## src/rtl/xbar_switch_rr_if.sv

```systemverilog
// Port bundle for xbar_switch_rr: per-input transmit side and per-output receive side.
// The slave modport is the crossbar's view; master is the surrounding port logic.
interface xbar_switch_rr_if #(
  parameter int unsigned N_PORTS = 4,
  parameter int unsigned DATA_W  = 8
);
  localparam int unsigned SEL_W = $clog2(N_PORTS);

  logic [N_PORTS*DATA_W-1:0] port_tx_data;
  logic [N_PORTS*SEL_W-1:0]  port_tx_dest;
  logic [N_PORTS-1:0]        port_tx_last;
  logic [N_PORTS-1:0]        port_tx_valid;
  logic [N_PORTS-1:0]        port_tx_ready;
  logic [N_PORTS*DATA_W-1:0] port_rx_data;
  logic [N_PORTS-1:0]        port_rx_last;
  logic [N_PORTS-1:0]        port_rx_valid;
  logic [N_PORTS-1:0]        port_rx_ready;

  modport master (
    output port_tx_data,
    output port_tx_dest,
    output port_tx_last,
    output port_tx_valid,
    input  port_tx_ready,
    input  port_rx_data,
    input  port_rx_last,
    input  port_rx_valid,
    output port_rx_ready
  );

  modport slave (
    input  port_tx_data,
    input  port_tx_dest,
    input  port_tx_last,
    input  port_tx_valid,
    output port_tx_ready,
    output port_rx_data,
    output port_rx_last,
    output port_rx_valid,
    input  port_rx_ready
  );
endinterface

```

## src/rtl/xbar_switch_rr.sv

```systemverilog
// Registered N-port crossbar with per-output round-robin arbitration and valid/ready flow.
// Define XBAR_PKT_LOCK_EN to hold each output on one input until that input's last beat.
module xbar_switch_rr #(
  parameter int unsigned N_PORTS = 4,
  parameter int unsigned DATA_W  = 8
) (
  input logic             clk,
  input logic             rst,
  xbar_switch_rr_if.slave bus
);
  localparam int unsigned SEL_W = $clog2(N_PORTS);
  localparam logic [SEL_W:0] NPorts = (SEL_W+1)'(N_PORTS);

`ifdef XBAR_PKT_LOCK_EN
  localparam logic [0:0] StIdle   = 1'b0;
  localparam logic [0:0] StLocked = 1'b1;

  logic [0:0]       state_q    [N_PORTS];
  logic [0:0]       state_d    [N_PORTS];
  logic [SEL_W-1:0] lock_src_q [N_PORTS];
  logic [SEL_W-1:0] lock_src_d [N_PORTS];
`endif

  // Unpacked views of the flattened input buses
  logic [DATA_W-1:0]  tx_data [N_PORTS];
  logic [SEL_W-1:0]   tx_dest [N_PORTS];
  logic [N_PORTS-1:0] tx_oor;

  // req[j][i]: input i wants output j
  logic [N_PORTS-1:0] req     [N_PORTS];
  logic [SEL_W-1:0]   gnt_idx [N_PORTS];
  logic [N_PORTS-1:0] gnt_any;
  logic [N_PORTS-1:0] can_load;
  logic [N_PORTS-1:0] xfer;
  logic [N_PORTS-1:0] tx_ready;

  logic [DATA_W-1:0]  rx_data_q  [N_PORTS];
  logic [DATA_W-1:0]  rx_data_d  [N_PORTS];
  logic [N_PORTS-1:0] rx_last_q;
  logic [N_PORTS-1:0] rx_last_d;
  logic [N_PORTS-1:0] rx_valid_q;
  logic [N_PORTS-1:0] rx_valid_d;
  logic [SEL_W-1:0]   rr_ptr_q   [N_PORTS];
  logic [SEL_W-1:0]   rr_ptr_d   [N_PORTS];

  always_comb begin
    for (int i = 0; i < N_PORTS; i++) begin
      tx_data[i] = bus.port_tx_data[i*DATA_W +: DATA_W];
      tx_dest[i] = bus.port_tx_dest[i*SEL_W +: SEL_W];
      tx_oor[i]  = ({1'b0, tx_dest[i]} >= NPorts);
    end
  end

  always_comb begin
    for (int j = 0; j < N_PORTS; j++) begin
      req[j] = '0;
      for (int i = 0; i < N_PORTS; i++) begin
        req[j][i] = bus.port_tx_valid[i] && (tx_dest[i] == SEL_W'(j));
      end
      can_load[j] = !rx_valid_q[j] || bus.port_rx_ready[j];
    end
  end

  // Round-robin search starting at rr_ptr, wrapping modulo N_PORTS
  always_comb begin
    logic [SEL_W:0] cand;
    cand = '0;
    for (int j = 0; j < N_PORTS; j++) begin
      gnt_any[j] = 1'b0;
      gnt_idx[j] = '0;
      for (int k = 0; k < N_PORTS; k++) begin
        cand = {1'b0, rr_ptr_q[j]} + (SEL_W+1)'(k);
        if (cand >= NPorts) begin
          cand = cand - NPorts;
        end
        if (!gnt_any[j] && req[j][cand[SEL_W-1:0]]) begin
          gnt_any[j] = 1'b1;
          gnt_idx[j] = cand[SEL_W-1:0];
        end
      end
`ifdef XBAR_PKT_LOCK_EN
      // A locked output only listens to the packet owner, bubbles included
      if (state_q[j] == StLocked) begin
        gnt_any[j] = req[j][lock_src_q[j]];
        gnt_idx[j] = lock_src_q[j];
      end
`endif
      xfer[j] = gnt_any[j] && can_load[j];
    end
  end

  // Out-of-range beats are swallowed so a bad destination cannot wedge its input
  always_comb begin
    tx_ready = '0;
    for (int i = 0; i < N_PORTS; i++) begin
      tx_ready[i] = bus.port_tx_valid[i] && tx_oor[i];
      for (int j = 0; j < N_PORTS; j++) begin
        if (xfer[j] && (gnt_idx[j] == SEL_W'(i))) begin
          tx_ready[i] = 1'b1;
        end
      end
    end
    if (rst) begin
      tx_ready = '0;
    end
  end

  always_comb begin
    logic [SEL_W:0] ptr_nxt;
    ptr_nxt    = '0;
    rx_last_d  = rx_last_q;
    rx_valid_d = rx_valid_q;
    for (int j = 0; j < N_PORTS; j++) begin
      rx_data_d[j] = rx_data_q[j];
      rr_ptr_d[j]  = rr_ptr_q[j];
`ifdef XBAR_PKT_LOCK_EN
      state_d[j]    = state_q[j];
      lock_src_d[j] = lock_src_q[j];
`endif
      if (xfer[j]) begin
        rx_data_d[j]  = tx_data[gnt_idx[j]];
        rx_last_d[j]  = bus.port_tx_last[gnt_idx[j]];
        rx_valid_d[j] = 1'b1;
      end else if (bus.port_rx_ready[j]) begin
        rx_valid_d[j] = 1'b0;
      end

      ptr_nxt = {1'b0, gnt_idx[j]} + (SEL_W+1)'(1);
      if (ptr_nxt >= NPorts) begin
        ptr_nxt = '0;
      end

`ifdef XBAR_PKT_LOCK_EN
      // Fairness only moves at packet boundaries
      if (xfer[j]) begin
        if (bus.port_tx_last[gnt_idx[j]]) begin
          state_d[j]  = StIdle;
          rr_ptr_d[j] = ptr_nxt[SEL_W-1:0];
        end else begin
          state_d[j]    = StLocked;
          lock_src_d[j] = gnt_idx[j];
        end
      end
`else
      if (xfer[j]) begin
        rr_ptr_d[j] = ptr_nxt[SEL_W-1:0];
      end
`endif
    end
  end

  always_ff @(posedge clk) begin
    if (rst) begin
      rx_last_q  <= '0;
      rx_valid_q <= '0;
      for (int j = 0; j < N_PORTS; j++) begin
        rx_data_q[j] <= '0;
        rr_ptr_q[j]  <= '0;
`ifdef XBAR_PKT_LOCK_EN
        state_q[j]    <= StIdle;
        lock_src_q[j] <= '0;
`endif
      end
    end else begin
      rx_last_q  <= rx_last_d;
      rx_valid_q <= rx_valid_d;
      for (int j = 0; j < N_PORTS; j++) begin
        rx_data_q[j] <= rx_data_d[j];
        rr_ptr_q[j]  <= rr_ptr_d[j];
`ifdef XBAR_PKT_LOCK_EN
        state_q[j]    <= state_d[j];
        lock_src_q[j] <= lock_src_d[j];
`endif
      end
    end
  end

  always_comb begin
    bus.port_rx_data = '0;
    for (int j = 0; j < N_PORTS; j++) begin
      bus.port_rx_data[j*DATA_W +: DATA_W] = rx_data_q[j];
    end
  end

  assign bus.port_rx_last  = rx_last_q;
  assign bus.port_rx_valid = rx_valid_q;
  assign bus.port_tx_ready = tx_ready;

endmodule

```

## src/flat_wrapper.sv

```systemverilog
// flat-port wrapper written by rule: the top's interface ports become plain ports
module xbar_switch_rr_flat 
#(
  parameter int unsigned N_PORTS = 4,
  parameter int unsigned DATA_W  = 8
)
  (clk, rst, bus_port_tx_data, bus_port_tx_dest, bus_port_tx_last, bus_port_tx_valid, bus_port_tx_ready, bus_port_rx_data, bus_port_rx_last, bus_port_rx_valid, bus_port_rx_ready);
  xbar_switch_rr_if #(.N_PORTS(N_PORTS), .DATA_W(DATA_W)) bus_i ();
  input logic clk;
  input logic rst;
  input wire logic [$bits(bus_i.port_tx_data)-1:0] bus_port_tx_data;
  input wire logic [$bits(bus_i.port_tx_dest)-1:0] bus_port_tx_dest;
  input wire logic [$bits(bus_i.port_tx_last)-1:0] bus_port_tx_last;
  input wire logic [$bits(bus_i.port_tx_valid)-1:0] bus_port_tx_valid;
  output wire logic [$bits(bus_i.port_tx_ready)-1:0] bus_port_tx_ready;
  output wire logic [$bits(bus_i.port_rx_data)-1:0] bus_port_rx_data;
  output wire logic [$bits(bus_i.port_rx_last)-1:0] bus_port_rx_last;
  output wire logic [$bits(bus_i.port_rx_valid)-1:0] bus_port_rx_valid;
  input wire logic [$bits(bus_i.port_rx_ready)-1:0] bus_port_rx_ready;
  assign bus_i.port_tx_data = bus_port_tx_data;
  assign bus_i.port_tx_dest = bus_port_tx_dest;
  assign bus_i.port_tx_last = bus_port_tx_last;
  assign bus_i.port_tx_valid = bus_port_tx_valid;
  assign bus_port_tx_ready = bus_i.port_tx_ready;
  assign bus_port_rx_data = bus_i.port_rx_data;
  assign bus_port_rx_last = bus_i.port_rx_last;
  assign bus_port_rx_valid = bus_i.port_rx_valid;
  assign bus_i.port_rx_ready = bus_port_rx_ready;
  xbar_switch_rr #(.N_PORTS(N_PORTS), .DATA_W(DATA_W)) u_core (.clk(clk), .rst(rst), .bus(bus_i));
endmodule
```

## config.mk

```make
export PLATFORM = sky130hd
export DESIGN_NAME = xbar_switch_rr_flat
export DESIGN_NICKNAME = d
export VERILOG_FILES = /design/src/rtl/xbar_switch_rr_if.sv /design/src/rtl/xbar_switch_rr.sv /design/src/flat_wrapper.sv
export SDC_FILE = /design/constraint.sdc
export NUM_CORES = 1
export LEC_CHECK = 0
export ABC_AREA = 1
export ABC_CLOCK_PERIOD_IN_PS = 2670
export BUFFER_PORTS_ARGS = -buffer_cell sky130_fd_sc_hd__buf_2
export CAP_MARGIN = 20
export CORE_AREA = 2 2 114 83
export DETAILED_ROUTE_END_ITERATION = 12
export DIE_AREA = 0 0 116 85
export PLACE_DENSITY = 0.78
export SYNTH_ARGS = -nofsm -noshare
export SYNTH_HDL_FRONTEND = slang
export SYNTH_SLANG_ARGS = --single-unit
```

## constraint.sdc

```tcl
create_clock -name clk -period 2.67 [get_ports clk]
set_clock_uncertainty 0.05 [all_clocks]
set_input_delay 0.267 -clock clk [delete_from_list [all_inputs] [get_ports clk]]
set_output_delay 0.267 -clock clk [all_outputs]
set_load 0.01 [all_outputs]
```

==> reports/qor.csv, run 1 <==
stage,metric,value,unit
layout,P&R area growth vs syn,23.6,%
detailed_routing,WL final,16.8,mm
clocking,CTS tree,yes,
sta,setup TNS,-0.0115,ns
layout,post-layout util,65.8,%
layout,Finished Cell Area,5770,um^2
floorplanning,# rows,29,
logic_synthesis,sequential cell area fraction in the yosys report,20.6,%
clocking,# clock sinks,48,
setup_path,type of origin of the critical path,flop,
floorplanning,Starting Density,53.2,%
layout,final net count,979,
sta,fin crit share,100,%
detailed_routing,Via density,5.84,
clocking,H-tree lvl count,2,
floorplanning,CORE AREA,8780,um^2
placed_design,port bufs,97,
floorplanning,die width,116,um
sta,worst setup margin,-0.0115,ns
sta,Least-Margin Pin Slew,0.576,ns
layout,antenna cells,0,
global_route,vias in the first global route,5403,
logic_synthesis,leading area contributor after synthesis,dfxtp_1,
detailed_routing,Detailed Route Iter0 Violations,856,
global_route,first-pass GRT wire length,26.4,mm
detailed_routing,drt pass-1 iters,6,
hold_path,worst hold-check path type,in2reg,
placed_design,post-DP HPWL,12.2,mm
sta,fmax,373,MHz
global_route,initial antenna violation count,0,
setup_path,CP startpoint,u_core.rr_ptr_q[0][0],
sta,Final setup viols,1,
layout,fillers,832,
logic_synthesis,"EDFF count, synth",0,
clocking,clk_lat worst skew,0.29,ns
logic_synthesis,Area contributors post-synth,"dfxtp_1 (21%), nand3_1 (20%), nand2_1 (18%)",
setup_path,crit-path max FO,6,
global_route,grt ovf,0,
logic_synthesis,post-synthesis cell area,4670,um^2
layout,"most common cell after layout, fill and taps aside",nand2_1,
detailed_routing,vias,6058,
status,failing checks,setup timing,
detailed_routing,# DRC,0,
power,Pleak,0.00317,uW
status,run status,finished with violations,
logic_synthesis,Synth Area per Inst,5.76,um^2
setup_path,crit path DAT,2.36,ns
clocking,Clock Pin Slew Worst Setup and Hold Paths,0.07,ns
sta,Worst slew margin,61.6,%
setup_path,Crit Reg-Reg Startpoint,u_core.rr_ptr_q[0][0],
logic_synthesis,main flop type after synthesis,dfxtp_1,
setup_path,Critical Path RT,2.35,ns
logic_synthesis,"Distinct cells, synth",31,
clocking,Root Driver,clkbuf_16,
setup_path,RR Endpoint,u_core.rr_ptr_q[0][0],
sta,min cycle time layout,2.68,ns
sta,Fin. Hold Viols,0,
setup_path,crit end category,output pin,
hold_path,Hold Crit Endpoint,u_core.bus.port_rx_valid[0],
detailed_routing,wire per inst,16.2,um
hold_path,min-delay src,rst,
logic_synthesis,Synth async-reset ratio,0,%
global_route,largest net degree at the start of global routing,35,
clocking,maximum clock insertion buffer count,2,
clocking,total CTS buffers,5,
setup_path,"Worst Path Class, Setup",reg2out,
logic_synthesis,Syn Nets,879,
logic_synthesis,Mapped Cells,812,
setup_path,Reg2Reg Depth,11,
sta,hold_ws,0.130,ns
floorplanning,IO Pins,98,
layout,"commonest cells after routing, fill and taps aside","nand2_1 (202), nand3_1 (177), buf_2 (97)",
layout,share of layout cells above drive strength 1,26.0,%
hold_path,Worst Hold Path Cells,2,
floorplanning,die area,9860,um^2
power,maximum vdd drop,0.000793,V
placed_design,Post-DP Area,5260,um^2
logic_synthesis,YS warnings,0,
logic_synthesis,Synth top area share,20.6,%
power,pwr/cell area,1640,nW/um^2
floorplanning,DIE HEIGHT,85,um
detailed_routing,Antenna Nets Post-Route,0,
job,max-cap check violation count,0,
placed_design,DP Worst Slack,0.0326,ns
sta,unrepaired setup endpoints after global routing,yes,
global_route,Total GRT Usage,33.7,%
logic_synthesis,number of synthesized register bits,48,
sta,max-slew violations,0,
placed_design,routability cong.,1.03,
setup_path,r2r setup slk,0.50,ns
-- flip-flops by register name, summed over array words and instances (netlist names) --
| register | cells |
|---|---|
| u_core.bus.port_rx_valid | 4 |
| u_core.bus.port_rx_last | 4 |
| u_core.rx_data_q | 32 |
| u_core.rr_ptr_q | 8 |
-- cells in the mapped netlist (6+ instances only) --
cell and instances:
a21oi_1 20, a21oi_2 8, buf_2 20, buf_4 10
buf_6 6, dfxtp_1 48, ha_1 13, inv_1 94
inv_2 9, nand2_1 219, nand2_2 7, nand3_1 184
nand4_1 51, nor2_1 68, o21ai_0 11, o21ai_1 12
-- stage by stage --
step	total power [uW]	std cells
floorplan	6140	812
global placement	7590	1019
detailed placement	7760	1019
CTS	8830	1032
global route	10300	1037
finish	9470	1037
-- per-layer routing --
metal  vias to the layer above  GRT usage [%]  routed length (um)
met5                         -           4.10                   0
met4                         0           7.90                 302
met3                        49           12.0                2620
met2                       439           48.8                7100
met1                      2702           47.6                6750
li1                       2868              -                   -
-- report_power, final --
part	internal, uW	switching (uW)	total (uW)
Sequential	1070	256	1330
Clock	441	297	738
Combinational	2730	4680	7410
Total	4240	5240	9470
-- how the worst max path moves through the flow --
stage,to,depth (start not counted)
2_1_floorplan,bus_port_tx_ready[1],14
5_1_grt,bus_port_tx_ready[1],13
3_5_place_dp,bus_port_tx_ready[0],13
6_report,bus_port_tx_ready[1],13
4_1_cts,bus_port_tx_ready[2],14
3_3_place_gp,bus_port_tx_ready[1],13
-- cell type report --
class / count / area, um^2 / area share (%)
clock buffers: 5 / 125 / 2.17
multi-input cells: 617 / 3250 / 56.2
flip-flops and latches: 48 / 986 / 17.1
inverters: 104 / 404 / 7.00
repair buffers: 136 / 816 / 14.1
well taps: 124 / 155 / 2.69
clock inverters: 3 / 42.5 / 0.737
-- what timing repair did --
action	in CTS	in global routing
buffers inserted	5	4
gates cloned	0	1
endpoints found under the setup margin	4	4
resized for setup	34	45
pin swaps	8	18
hold endpoints to repair	0	0
hold buffers	0	0
-- kinds of logic (layout without fill, tap and decap cells) --
family,count (synthesis),count (layout),synth area share [%]
XOR/XNOR,3,3,0.884
AO/OA/AOI/OAI,58,58,7.34
AND/OR/NAND/NOR,543,543,53.6
buffers and inverters,147,248,14.2
adder cells (fa/ha/maj),13,13,3.48
flip-flops,48,48,20.6
-- critical path, stage by stage (launching register included) --
cell	delay (ns)
dfxtp_4	0.38
buf_6	0.13
nand3_2	0.10
nand2_4	0.11
buf_4	0.11
nand2_1	0.04
a21boi_1	0.16
nand2_1	0.11
a21oi_2	0.21
ha_1	0.17
nand2_1	0.06
and3_1	0.18
a21oi_2	0.13
buf_2	0.15
Note: power is estimated with default switching activity, not from simulation.
==> run 2: changes to the inputs <==
--- a/config.mk
+++ b/config.mk
@@ -6,10 +6,11 @@
 export NUM_CORES = 1
 export LEC_CHECK = 0
 export ABC_AREA = 1
-export ABC_CLOCK_PERIOD_IN_PS = 2670
+export ABC_CLOCK_PERIOD_IN_PS = 3500
 export BUFFER_PORTS_ARGS = -buffer_cell sky130_fd_sc_hd__buf_2
 export CAP_MARGIN = 20
 export CORE_AREA = 2 2 114 83
+export CTS_CLUSTER_SIZE = 40
 export DETAILED_ROUTE_END_ITERATION = 12
 export DIE_AREA = 0 0 116 85
 export PLACE_DENSITY = 0.78
==> constraint.sdc (replaced) <==
create_clock -name clk -period 3.5 [get_ports clk]
set_clock_uncertainty 0.05 [all_clocks]
set_input_delay 0.35 -clock clk [delete_from_list [all_inputs] [get_ports clk]]
set_output_delay 0.35 -clock clk [all_outputs]
set_load 0.01 [all_outputs]
==> reports/qor.csv, run 2 (same netlist as run 1, synthesis figures left out) <==
stage,metric,value,unit
layout,register with the most flip-flops,u_core.rx_data_q,
power,Sw Ratio,56.7,%
floorplanning,# rows,29,
clocking,Root Driver,clkbuf_16,
setup_path,CP max stage delay,0.43,ns
layout,"most common cell after layout, fill and taps aside",nand2_1,
detailed_routing,WL final,15.5,mm
power,Flop pwr share,15.6,%
detailed_routing,wire per inst,15.4,um
sta,Worst slew margin,50.3,%
hold_path,Worst Hold Path Cells,4,
floorplanning,Starting Density,53.2,%
clocking,Clock Pin Slew Worst Setup and Hold Paths,0.08,ns
detailed_routing,drt pass-1 iters,6,
sta,unrepaired setup endpoints after global routing,no,
global_route,Total GRT Usage,32.1,%
floorplanning,CORE AREA,8780,um^2
power,Int Pwr,2740,uW
sta,min cycle time layout,3.25,ns
floorplanning,IO Pins,98,
setup_path,crit path DAT,2.85,ns
clocking,post-CTS setup buffer count,0,
global_route,first-pass GRT wire length,25.2,mm
layout,"commonest cells after routing, fill and taps aside","nand2_1 (219), nand3_1 (184), buf_2 (97)",
sta,setup TNS,0,ns
floorplanning,DIE HEIGHT,85,um
placed_design,DP Worst Slack,0.350,ns
global_route,vias in the first global route,5039,
status,run status,"complete, no violations",
layout,max reg flops,32,
detailed_routing,vias,5843,
sta,hold_ws,0.282,ns
placed_design,port bufs,97,
sta,Fin. Hold Viols,0,
power,Clk pwr share,9.6,%
setup_path,Critical Path RT,3.10,ns
setup_path,crit-path max FO,22,
sta,fmax,308,MHz
placed_design,post-DP HPWL,12.1,mm
clocking,CTS tree,yes,
detailed_routing,Detailed Route Iter0 Violations,702,
global_route,largest net degree at the start of global routing,37,
detailed_routing,# DRC,0,
floorplanning,die area,9860,um^2
sta,fin crit share,92.8,%
job,max-cap check violation count,0,
clocking,maximum clock insertion buffer count,2,
setup_path,crit end category,output pin,
clocking,clk_lat worst skew,0.31,ns
clocking,# clock sinks,48,
layout,antenna cells,0,
setup_path,crit-path cells,inv_1 -> nand2_1 -> nand2_1 -> nand3_1 -> nand2_1 -> nor2_2 -> nand3_1 -> nand2_4 -> nand2_4 -> inv_1 -> ha_1 -> nand2_1 -> and3_1 -> a21oi_1 -> buf_2,
sta,Final setup viols,0,
sta,worst setup margin,0.250,ns
layout,non-filler instance count after layout,1010,
layout,post-layout util,60.8,%
layout,fillers,900,
setup_path,"Worst Path Class, Setup",reg2out,
layout,final net count,952,
placed_design,routability cong.,0.992,
power,Pleak,0.00304,uW
global_route,grt ovf,0,
setup_path,r2r setup slk,1.01,ns
layout,share of layout cells above drive strength 1,18.2,%
placed_design,placed insts,1002,
setup_path,cell mode on critical path,nand2_1,
global_route,initial antenna violation count,0,
power,pwr/cell area,1190,nW/um^2
layout,P&R area growth vs syn,14.2,%
power,Comb pwr share,74.8,%
sta,max-slew violations,0,
hold_path,worst hold-check path type,in2reg,
detailed_routing,Antenna Nets Post-Route,0,
setup_path,type of origin of the critical path,flop,
floorplanning,die width,116,um
sta,Least-Margin Pin Slew,0.746,ns
power,maximum vdd drop,0.000656,V
clocking,H-tree lvl count,2,
setup_path,Worst path slowest cell,dfxtp_1,
layout,largest registers,"u_core.rx_data_q: 32 flops, u_core.rr_ptr_q: 8 flops",
power,Psw,3590,uW
setup_path,Reg2Reg Depth,8,
detailed_routing,Via density,5.79,
clocking,total CTS buffers,5,
## run 2: power by group through the flow
stage	Combinational, uW	Clock (uW)	Sequential [uW]
floorplan	3680	0	1000
global placement	4500	0	979
detailed placement	4600	0	990
CTS	4620	609	979
global route	5350	632	1010
finish	4740	608	988
## run 2: final timing paths
path | from | end
max reg2reg | u_core.rr_ptr_q[0][2] | u_core.rr_ptr_q[0][3]
max | u_core.rr_ptr_q[0][7] | bus_port_tx_ready[0]
min | bus_port_rx_ready[2] | u_core.bus.port_rx_valid[2]
min reg2reg | u_core.bus.port_rx_valid[0] | u_core.bus.port_rx_valid[0]
## run 2: per-layer routing
metal	vias to the layer above	share of wire (%)	GRT usage [%]
li1	2815	-	-
met1	2620	45	48.8
met2	389	40	45.2
met3	19	14	9.29
met4	0	1.0	5.63
met5	-	0	0
## run 2: critical path: cells and delay by family (launching register included)
kind	cells	cell delay [ns]
simple gates	10	1.35
buf+inv	3	0.44
flops	1	0.43
fa+ha+maj	1	0.16
compound gates	1	0.16
## run 2: per-stage QoR
step	total power [uW]	area, um^2
floorplan	4680	4670
global placement	5480	5130
detailed placement	5590	5130
CTS	6210	5320
global route	6990	5340
finish	6330	5340
## run 2: what timing repair did
action | 4_1_cts | 5_1_grt
resized for setup | 0 | 6
endpoints found under the setup margin | 0 | 4
hold buffers | 0 | 0
## run 2: area by class of cell
class / count / area, um^2 / share of cell area (%)
clock inverters: 1 / 30.0 / 0.563
inverters: 104 / 393 / 7.36
flip-flops and latches: 48 / 965 / 18.1
well taps: 124 / 155 / 2.91
multi-input cells: 617 / 3070 / 57.4
repair buffers: 109 / 576 / 10.8
clock buffers: 7 / 153 / 2.86
